===== src/rtl/stump_bist_ctrl.sv =====
// -----------------------------------------------------------------------------
// stump_bist_ctrl
// STUMPS-style logic BIST controller. It drives three scan chains with
// pseudo-random patterns from a 16-bit LFSR and compacts the scan-out streams
// into a 32-bit MISR. A run is LOAD, then NUM_PATTERNS x (CAPTURE + SHIFT or
// UNLOAD). At the end the MISR contents are compared against GOLDEN.
//
// Ports
//   clk        in   sole clock, rising edge
//   rst        in   asynchronous active-high reset
//   start      in   single-cycle run request (honoured in IDLE/DONE only)
//   NbarT      out  1 = scan shift, 0 = normal/capture
//   ir_Si      out  scan-in bit, chain ir  (lfsr[0])
//   ac_Si      out  scan-in bit, chain ac  (lfsr[1])
//   pc_Si      out  scan-in bit, chain pc  (lfsr[2])
//   ir_So      in   scan-out bit, chain ir
//   ac_So      in   scan-out bit, chain ac
//   cntrl_So   in   scan-out bit, chain cntrl
//   busy       out  run in progress
//   done       out  run complete, held until next start or rst
//   pass       out  signature == GOLDEN, valid while done = 1
//   signature  out  current MISR contents
// -----------------------------------------------------------------------------
module stump_bist_ctrl #(
  parameter int          CHAIN_LEN    = 32,
  parameter int          NUM_PATTERNS = 64,
  parameter logic [15:0] SEED         = 16'hACE1,
  parameter logic [31:0] GOLDEN       = 32'h0
) (
  input  logic        clk,
  input  logic        rst,
  input  logic        start,
  output logic        NbarT,
  output logic        ir_Si,
  output logic        ac_Si,
  output logic        pc_Si,
  input  logic        ir_So,
  input  logic        ac_So,
  input  logic        cntrl_So,
  output logic        busy,
  output logic        done,
  output logic        pass,
  output logic [31:0] signature
);

  // An all-zero LFSR would lock up, so a zero seed falls back to 16'hACE1.
  localparam logic [15:0] SEED_EFF = (SEED == 16'h0) ? 16'hACE1 : SEED;

  localparam int SHIFT_W = $clog2(CHAIN_LEN);
  localparam int PAT_W   = $clog2(NUM_PATTERNS + 1);

  localparam logic [SHIFT_W-1:0] SHIFT_LAST = SHIFT_W'(CHAIN_LEN - 1);
  localparam logic [PAT_W-1:0]   PAT_NUM    = PAT_W'(NUM_PATTERNS);

  localparam logic [31:0] MISR_POLY = 32'h0040_0007;

  typedef enum logic [2:0] {
    S_IDLE,
    S_LOAD,
    S_CAPTURE,
    S_SHIFT,
    S_UNLOAD,
    S_DONE
  } state_t;

  state_t             r_state;
  state_t             w_state_next;
  logic [SHIFT_W-1:0] r_shift_cnt;
  logic [SHIFT_W-1:0] w_shift_next;
  logic [PAT_W-1:0]   r_pat_cnt;
  logic [PAT_W-1:0]   w_pat_next;
  logic [PAT_W-1:0]   w_pat_inc;
  logic [15:0]        r_lfsr;
  logic [15:0]        w_lfsr_next;
  logic [15:0]        w_lfsr_adv;
  logic [31:0]        r_misr;
  logic [31:0]        w_misr_next;
  logic [31:0]        w_misr_upd;
  logic               w_shift_last;

  logic               r_nbart;
  logic [2:0]         r_si;
  logic               r_busy;
  logic               r_done;
  logic               r_pass;
  logic               w_nbart_next;
  logic [2:0]         w_si_next;
  logic               w_busy_next;
  logic               w_done_next;
  logic               w_pass_next;

  assign w_lfsr_adv   = {r_lfsr[14:0], r_lfsr[15] ^ r_lfsr[13] ^ r_lfsr[12] ^ r_lfsr[10]};
  assign w_misr_upd   = (r_misr << 1) ^ (r_misr[31] ? MISR_POLY : 32'h0)
                      ^ {29'b0, ir_So, ac_So, cntrl_So};
  assign w_shift_last = (r_shift_cnt == SHIFT_LAST);
  assign w_pat_inc    = r_pat_cnt + 1'b1;

  // Next-state, counter, LFSR/MISR and next-output logic.
  always_comb begin
    w_state_next = r_state;
    w_shift_next = r_shift_cnt;
    w_pat_next   = r_pat_cnt;
    w_lfsr_next  = r_lfsr;
    w_misr_next  = r_misr;

    case (r_state)
      S_IDLE, S_DONE: begin
        if (start) begin
          w_state_next = S_LOAD;
          w_shift_next = '0;
          w_pat_next   = '0;
          w_lfsr_next  = SEED_EFF;
          w_misr_next  = 32'h0;
        end
      end
      S_LOAD: begin
        // Chain contents are unknown while the first pattern goes in, so the
        // MISR is left alone here.
        w_lfsr_next = w_lfsr_adv;
        if (w_shift_last) begin
          w_shift_next = '0;
          w_state_next = S_CAPTURE;
        end else begin
          w_shift_next = r_shift_cnt + 1'b1;
        end
      end
      S_CAPTURE: begin
        w_pat_next = w_pat_inc;
        if (w_pat_inc < PAT_NUM) begin
          w_state_next = S_SHIFT;
        end else begin
          w_state_next = S_UNLOAD;
        end
      end
      S_SHIFT: begin
        w_lfsr_next = w_lfsr_adv;
        w_misr_next = w_misr_upd;
        if (w_shift_last) begin
          w_shift_next = '0;
          w_state_next = S_CAPTURE;
        end else begin
          w_shift_next = r_shift_cnt + 1'b1;
        end
      end
      S_UNLOAD: begin
        w_misr_next = w_misr_upd;
        if (w_shift_last) begin
          w_shift_next = '0;
          w_state_next = S_DONE;
        end else begin
          w_shift_next = r_shift_cnt + 1'b1;
        end
      end
      default: begin
        w_state_next = S_IDLE;
      end
    endcase

    // Outputs are registered: compute the value belonging to the cycle being
    // entered. Scan-in shows the LFSR value that cycle starts with.
    w_nbart_next = (w_state_next == S_LOAD) || (w_state_next == S_SHIFT) ||
                   (w_state_next == S_UNLOAD);
    w_si_next    = ((w_state_next == S_LOAD) || (w_state_next == S_SHIFT)) ?
                   w_lfsr_next[2:0] : 3'b000;
    w_busy_next  = (w_state_next == S_LOAD) || (w_state_next == S_CAPTURE) ||
                   (w_state_next == S_SHIFT) || (w_state_next == S_UNLOAD);
    w_done_next  = (w_state_next == S_DONE);
    w_pass_next  = (w_state_next == S_DONE) && (w_misr_next == GOLDEN);
  end

  always_ff @(posedge clk or posedge rst) begin
    if (rst) begin
      r_state     <= S_IDLE;
      r_shift_cnt <= '0;
      r_pat_cnt   <= '0;
      r_lfsr      <= SEED_EFF;
      r_misr      <= 32'h0;
      r_nbart     <= 1'b0;
      r_si        <= 3'b000;
      r_busy      <= 1'b0;
      r_done      <= 1'b0;
      r_pass      <= 1'b0;
    end else begin
      r_state     <= w_state_next;
      r_shift_cnt <= w_shift_next;
      r_pat_cnt   <= w_pat_next;
      r_lfsr      <= w_lfsr_next;
      r_misr      <= w_misr_next;
      r_nbart     <= w_nbart_next;
      r_si        <= w_si_next;
      r_busy      <= w_busy_next;
      r_done      <= w_done_next;
      r_pass      <= w_pass_next;
    end
  end

  assign NbarT     = r_nbart;
  assign ir_Si     = r_si[0];
  assign ac_Si     = r_si[1];
  assign pc_Si     = r_si[2];
  assign busy      = r_busy;
  assign done      = r_done;
  assign pass      = r_pass;
  assign signature = r_misr;

endmodule


===== config.mk =====
export PLATFORM = sky130hd
export DESIGN_NAME = stump_bist_ctrl
export DESIGN_NICKNAME = d
export VERILOG_FILES = /design/src/rtl/stump_bist_ctrl.sv
export SDC_FILE = /design/constraint.sdc
export NUM_CORES = 1
export LEC_CHECK = 0
export ABC_AREA = 1
export ABC_CLOCK_PERIOD_IN_PS = 5600
export BUFFER_PORTS_ARGS = -buffer_cell sky130_fd_sc_hd__buf_2
export CAP_MARGIN = 20
export CORE_ASPECT_RATIO = 0.7
export CORE_UTILIZATION = 62
export DETAILED_ROUTE_END_ITERATION = 10
export MAX_ROUTING_LAYER = met4
export PLACE_DENSITY = 0.95
export SYNTH_ARGS = -nofsm -noshare
export SYNTH_HDL_FRONTEND = slang
export SYNTH_SLANG_ARGS = --single-unit

===== constraint.sdc =====
create_clock -name clk -period 5.6 [get_ports clk]
set_input_delay 0.56 -clock clk [delete_from_list [all_inputs] [get_ports clk]]
set_output_delay 0.56 -clock clk [all_outputs]
set_load 0.1 [all_outputs]

; ---- Word-level counts from Yosys, hierarchy flattened
; Cells that the tools add are included.
[op_classes]
add_sub_neg = 2
magnitude_cmp = 1
eq_ne = 12
n_mux = 16
bitwise = 5
n_reduce_logical = 18
[op_table]
columns = cell, count
row1 = case mux 32 bit (2 select lines), 1
row2 = logical NOT 32 bit, 1
row3 = two-way mux 32 bit, 1
row4 = case mux 16 bit (2 select lines), 1
row5 = XOR 32 x 23 -> 32 bit, 1
row6 = XOR 32 x 3 -> 32 bit, 1
row7 = two-way mux 23 bit, 1
row8 = two-way mux 16 bit, 1
row9 = two-way mux 3 bit, 5
row10 = case mux 7 bit (2 select lines), 1
row11 = == test 3 x 2 -> 1 bit (second input constant), 4
row12 = == test 3 bit (second input constant), 4
row13 = case mux 3 bit (4 select lines), 1
row14 = two-way mux 5 bit, 2
row15 = case mux 5 bit (2 select lines), 1
row16 = adder 7 x 1 -> 7 bit (second input constant), 1
row17 = < comparator 7 bit (second input constant), 1
row18 = two-way mux 7 bit, 1
row19 = == test 3 x 1 -> 1 bit (second input constant), 2
row20 = AND reduction 2 bit, 3
row21 = nonzero test 2 bit, 3
row22 = OR reduction 2 bit, 3
row23 = adder 5 x 1 -> 5 bit (second input constant), 1
row24 = == test 5 bit (second input constant), 1
row25 = other kinds (6), 12
[totals]
ff_bits = 70
in_bits = 6

; ---- Longest topological paths before layout
[depth]
ltp_word = 8
ltp_mapped = 14
mapped_depth_nobuf = 13

; ---- Worst setup path before layout
; OpenSTA, ideal clock, no wires.
[synth_timing]
kind = register to register
startpoint = reg r_misr[31], in the netlist signature[31]
endpoint = reg r_pass, in the netlist pass
arrival_time_ps = 1903
t_required_ps = 5528
path_slack_ps = 3625
path_stages_with_launch = 12
n_path_buf = 0
period_less_slack_ps = 1975
cell_sequence = dfrtp_1 inv_1 nand2_1 nand3b_1 nand3_1 and2_1 nand2_1 nor2_1 nand2_1 nor2_1 nand2_1 nor2_1
[synth_via]
elab_chain_len = 6
[synth_rtl]
columns = item, line
row1 = start: declaration, 76  ; logic [31:0] r_misr;
row2 = start signal: assignment, 188  ; r_misr <= w_misr_next;
row3 = two-way mux 23 bit, 93  ; assign w_misr_upd = (r_misr << 1) ^ (r_misr[31] ? MISR_POLY : 32'h0)
row4 = XOR 32 x 23 -> 32 bit, 93
row5 = XOR 32 x 3 -> 32 bit, 94  ; ^ {29'b0, ir_So, ac_So, cntrl_So};
row6 = case mux 32 bit (2 select lines) *, 106  ; case (r_state)
row7 = logical NOT 32 bit *, 168  ; w_pass_next = (w_state_next == S_DONE) && (w_misr_next == GOLDEN);
row8 = logical AND 1 bit *, 168
row9 = net w_pass_next, 90  ; logic w_pass_next;
row10 = end signal: assignment, 193  ; r_pass <= w_pass_next;
row11 = end: declaration, 85  ; logic r_pass;
; Mark *: on every way through the listed nets, which the timed path passes. The rest lies on a longest branch.
; A chain may end at the register's enable or synchronous reset.

; ---- Worst setup path after layout
[layout_timing]
startpoint = reg r_state[2]
endpoint = reg r_pass, in the netlist pass
[layout_via]
elab_chain_len = 5
[layout_rtl]
columns = item, line
row1 = start: declaration, 66  ; state_t r_state;
row2 = start signal: assignment, 184  ; r_state <= w_state_next;
row3 = "== test 3 bit, or another cell as far along", 106
row4 = "OR reduction 2 bit, on equally long branches", --
row5 = case mux 32 bit (2 select lines) / case mux 3 bit (4 select lines) (equally long branches), 106
row6 = logical NOT 32 bit / == test 3 bit (equally long branches), 168
row7 = logical AND 1 bit *, 168
row8 = net w_pass_next, 90
; Marks and branches as above.

==> flow_metrics.py <==
metrics = {
    "yosys": {
        "synth_seq_area_share": 0.495,
        "yosys_warnings": 0,
        "synthTopCellsByArea": "dfrtp_1 (44%), nand2_1 (12%), inv_1 (9.6%), nor2_1 (9.0%), dfstp_2 (5.9%)",
        "synth_ff_type": "dfrtp_1",
        "ys_ff_latch": 70,
        "synthArstFlopShare": 1.00,
        "synth_top_area_cell": "dfrtp_1",
        "synth_top_area_frac": 0.436,
        "avgSynthCellArea_um2": 7.35,
        "synth_edf_count": 0,
        "ys_types": 29,
        "synth_cells": 484,
        "netlist_area_um2": 3560,
        "synth_fp_nets": 493,
    },
    "critical_path": {
        "crit_type": "reg -> reg",
        "cp.required_ns": 5.82,
        "critical-path-slowest-cell": "nand3_1",
        "rr_startpoint": "r_state[2]$_DFF_PP0_",
        "reg2reg_depth": 11,
        "end_kind": "flip-flop",
        "crit_path_cell_trace": "inv_1, nand2_1, nand3_1, o21ai_0, nor2_1, nand2_1, nor2_1, nand2_1, nor2_1, nand2_1, nor2_1",
        "startpoint_type": "flip-flop",
        "cp.arrival_ns": 2.94,
        "r2r_slack_ns": 2.88,
        "slowest_delay_ns": 0.72,
        "crit_fanout": 24,
        "rr_endpoint": "pass$_DFF_PP0_",
    },
    "clocking": {
        "tritoncts": "yes",
        "root_buffer": "clkbuf_8",
        "holdBufCountCts": 0,
        "cts_buffers": 9,
        "cts_setup_buffers": 0,
        "cts_max_path_buffers": 2,
        "clk_latency_ns": 0.36,
        "cts.clk_slew.worst_paths_ns": 0.07,
        "ctsResizeCount": 0,
        "cts_num_sinks": 70,
        "cts_max_level": 3,
    },
    "timing": {
        "hold_viol": 0,
        "rsz0062_at_grt": "false",
        "fin_setup_tns_ns": 0,
        "clock_skew_ns": 0.00901,
        "drv_slew": 0,
        "setup_viol": 0,
        "max_freq_mhz": 368,
        "tightest_slew_ns": 1.05,
        "finalCritPeriodShare": 0.485,
        "slew_headroom": 0.295,
        "layout_min_cycle_time_ns": 2.72,
    },
    "floorplan": {
        "die_h_um": 65.4,
        "die_w_um": 92.6,
        "ios": 45,
        "initial_core_util": 0.660,
        "core_area_um2": 5400,
        "die-area_um2": 6050,
        "num_rows": 22,
    },
    "worst_hold_path": {
        "min_path_type": "in -> async",
    },
    "global_route": {
        "grt-ovfl-total": 0,
        "antenna_found_initial": 0,
        "grtUsageTotal": 0.324,
        "grt_pass1_wl_um": 14400,
        "grt_max_degree": 71,
        "grt_pass1_vias": 3160,
    },
    "detailed_routing": {
        "drtPass1Iterations": 6,
        "num_vias": 3279,
        "routed_wl_um": 8460,
        "wl_per_cell_um": 14.0,
        "drc": 0,
        "viasPerCell": 5.42,
        "ant_nets": 0,
        "first_iter_violations": 320,
    },
    "job": {
        "maxCapViolCount": 0,
    },
    "final_layout": {
        "drive_above_1_share": 0.144,
        "final_area_um2": 4000,
        "antenna_cells": 0,
        "areaGrowthSynthToFinish_pct": 12.3,
        "nFillCells": 423,
        "nets": 537,
    },
    "place": {
        "place_area_um2": 3820,
        "dp_hpwl_um": 5750,
        "place_congestion": 0.831,
        "port_buffers": 44,
    },
    "outcome": {
        "status": "completed",
    },
}
worst max-delay path by stage:
stage / startpoint / end / slack [ns] / cells after the start
after floorplan: rst / NbarT$_DFF_PP0_ / 3.29 / 1
after detailed placement: r_state[2]$_DFF_PP0_ / pass$_DFF_PP0_ / 3.00 / 11
after global routing: r_state[2]$_DFF_PP0_ / pass$_DFF_PP0_ / 2.53 / 11
final: r_state[2]$_DFF_PP0_ / pass$_DFF_PP0_ / 2.88 / 11
after global placement: r_state[0]$_DFF_PP0_ / pass$_DFF_PP0_ / 3.09 / 12
after CTS: r_state[2]$_DFF_PP0_ / pass$_DFF_PP0_ / 2.92 / 11
area by class of cell:
class                           instances  area [um^2]  share of cell area
Clock inverter                          1         5.00             0.00125
Timing Repair Buffer                   45          228              0.0570
Clock buffer                           15          176              0.0441
Multi-Input combinational cell        307         1380               0.345
Sequential cell                        70         1760               0.441
Inverter                               95          357              0.0892
Tap cell                               72         90.1              0.0225
Yosys cell counts (4+ instances only):
| master | number |
|---|---|
| nand2_1 | 114 |
| inv_1 | 91 |
| nor2_1 | 85 |
| dfrtp_1 | 62 |
| o21ai_0 | 36 |
| nand3_1 | 23 |
| a21oi_1 | 9 |
| dfstp_2 | 8 |
| and2_1 | 7 |
| buf_2 | 6 |
| o22ai_1 | 6 |
| o21ai_1 | 5 |
| clkbuf_1 | 4 |
| inv_2 | 4 |
stage by stage:
step           std cells  setup WS, ns  hold slack, ns   util
2_1_floorplan        484          3.29           0.454      -
3_3_place_gp         589          3.09           0.468  0.707
3_5_place_dp         589          3.00           0.481  0.707
4_1_cts              605          2.92           0.486  0.741
5_1_grt              605          2.53           0.520  0.741
6_report             605          2.88           0.460  0.741
sequential cells by signal, summed over array words and instances, names as in the netlist:
signal       count
busy             1
done             1
NbarT            1
r_shift_cnt      5
r_si             3
signature       32
r_pat_cnt        7
pass             1
r_lfsr          16
r_state          3
layout by cell type (no fill, tap or decap):
cell,n
a22o_1,2
nand3b_1,1
inv_1,90
a21oi_1,9
and2_1,7
nand3_1,23
or2_2,1
clkbuf_8,12
nor3_1,2
o21ai_1,5
nand3_2,1
dfrtp_1,62
inv_2,5
buf_4,1
o22ai_1,6
o21ai_0,36
xnor2_1,2
nor2_1,85
ha_1,3
dfstp_2,8
clkbuf_1,3
buf_2,44
nor2_2,1
a22oi_1,1
o211ai_2,1
clkinv_2,1
xor2_1,3
o31ai_1,2
nand2_1,114
nand2_2,2
logic make-up (layout without fill, tap and decap cells):
logic type               after synthesis  count (layout)  synth area share
buffers and inverters                107             156             0.117
flip-flops                            70              70             0.495
XOR/XNOR                               5               5            0.0123
adder cells (fa/ha/maj)                3               3            0.0105
AO/OA/AOI/OAI                         62              62            0.0956
AND/OR/NAND/NOR                      237             237             0.269
metal layers:
metal	vias up	GRT usage	part of all wire
met5	-	-	0
met4	0	0.107	0.021
met3	29	0.0972	0.078
met2	146	0.506	0.47
met1	1544	0.408	0.43
li1	1560	-	-
critical path, delay by kind of cell (launching register included):
family | cells | cell delay, ns
simple gates | 9 | 1.50
compound gates | 1 | 0.49
flops | 1 | 0.47
buf+inv | 1 | 0.10
Power is not shown: default switching activity piles up to over one toggle a cycle in this logic, so the estimate is an artifact.
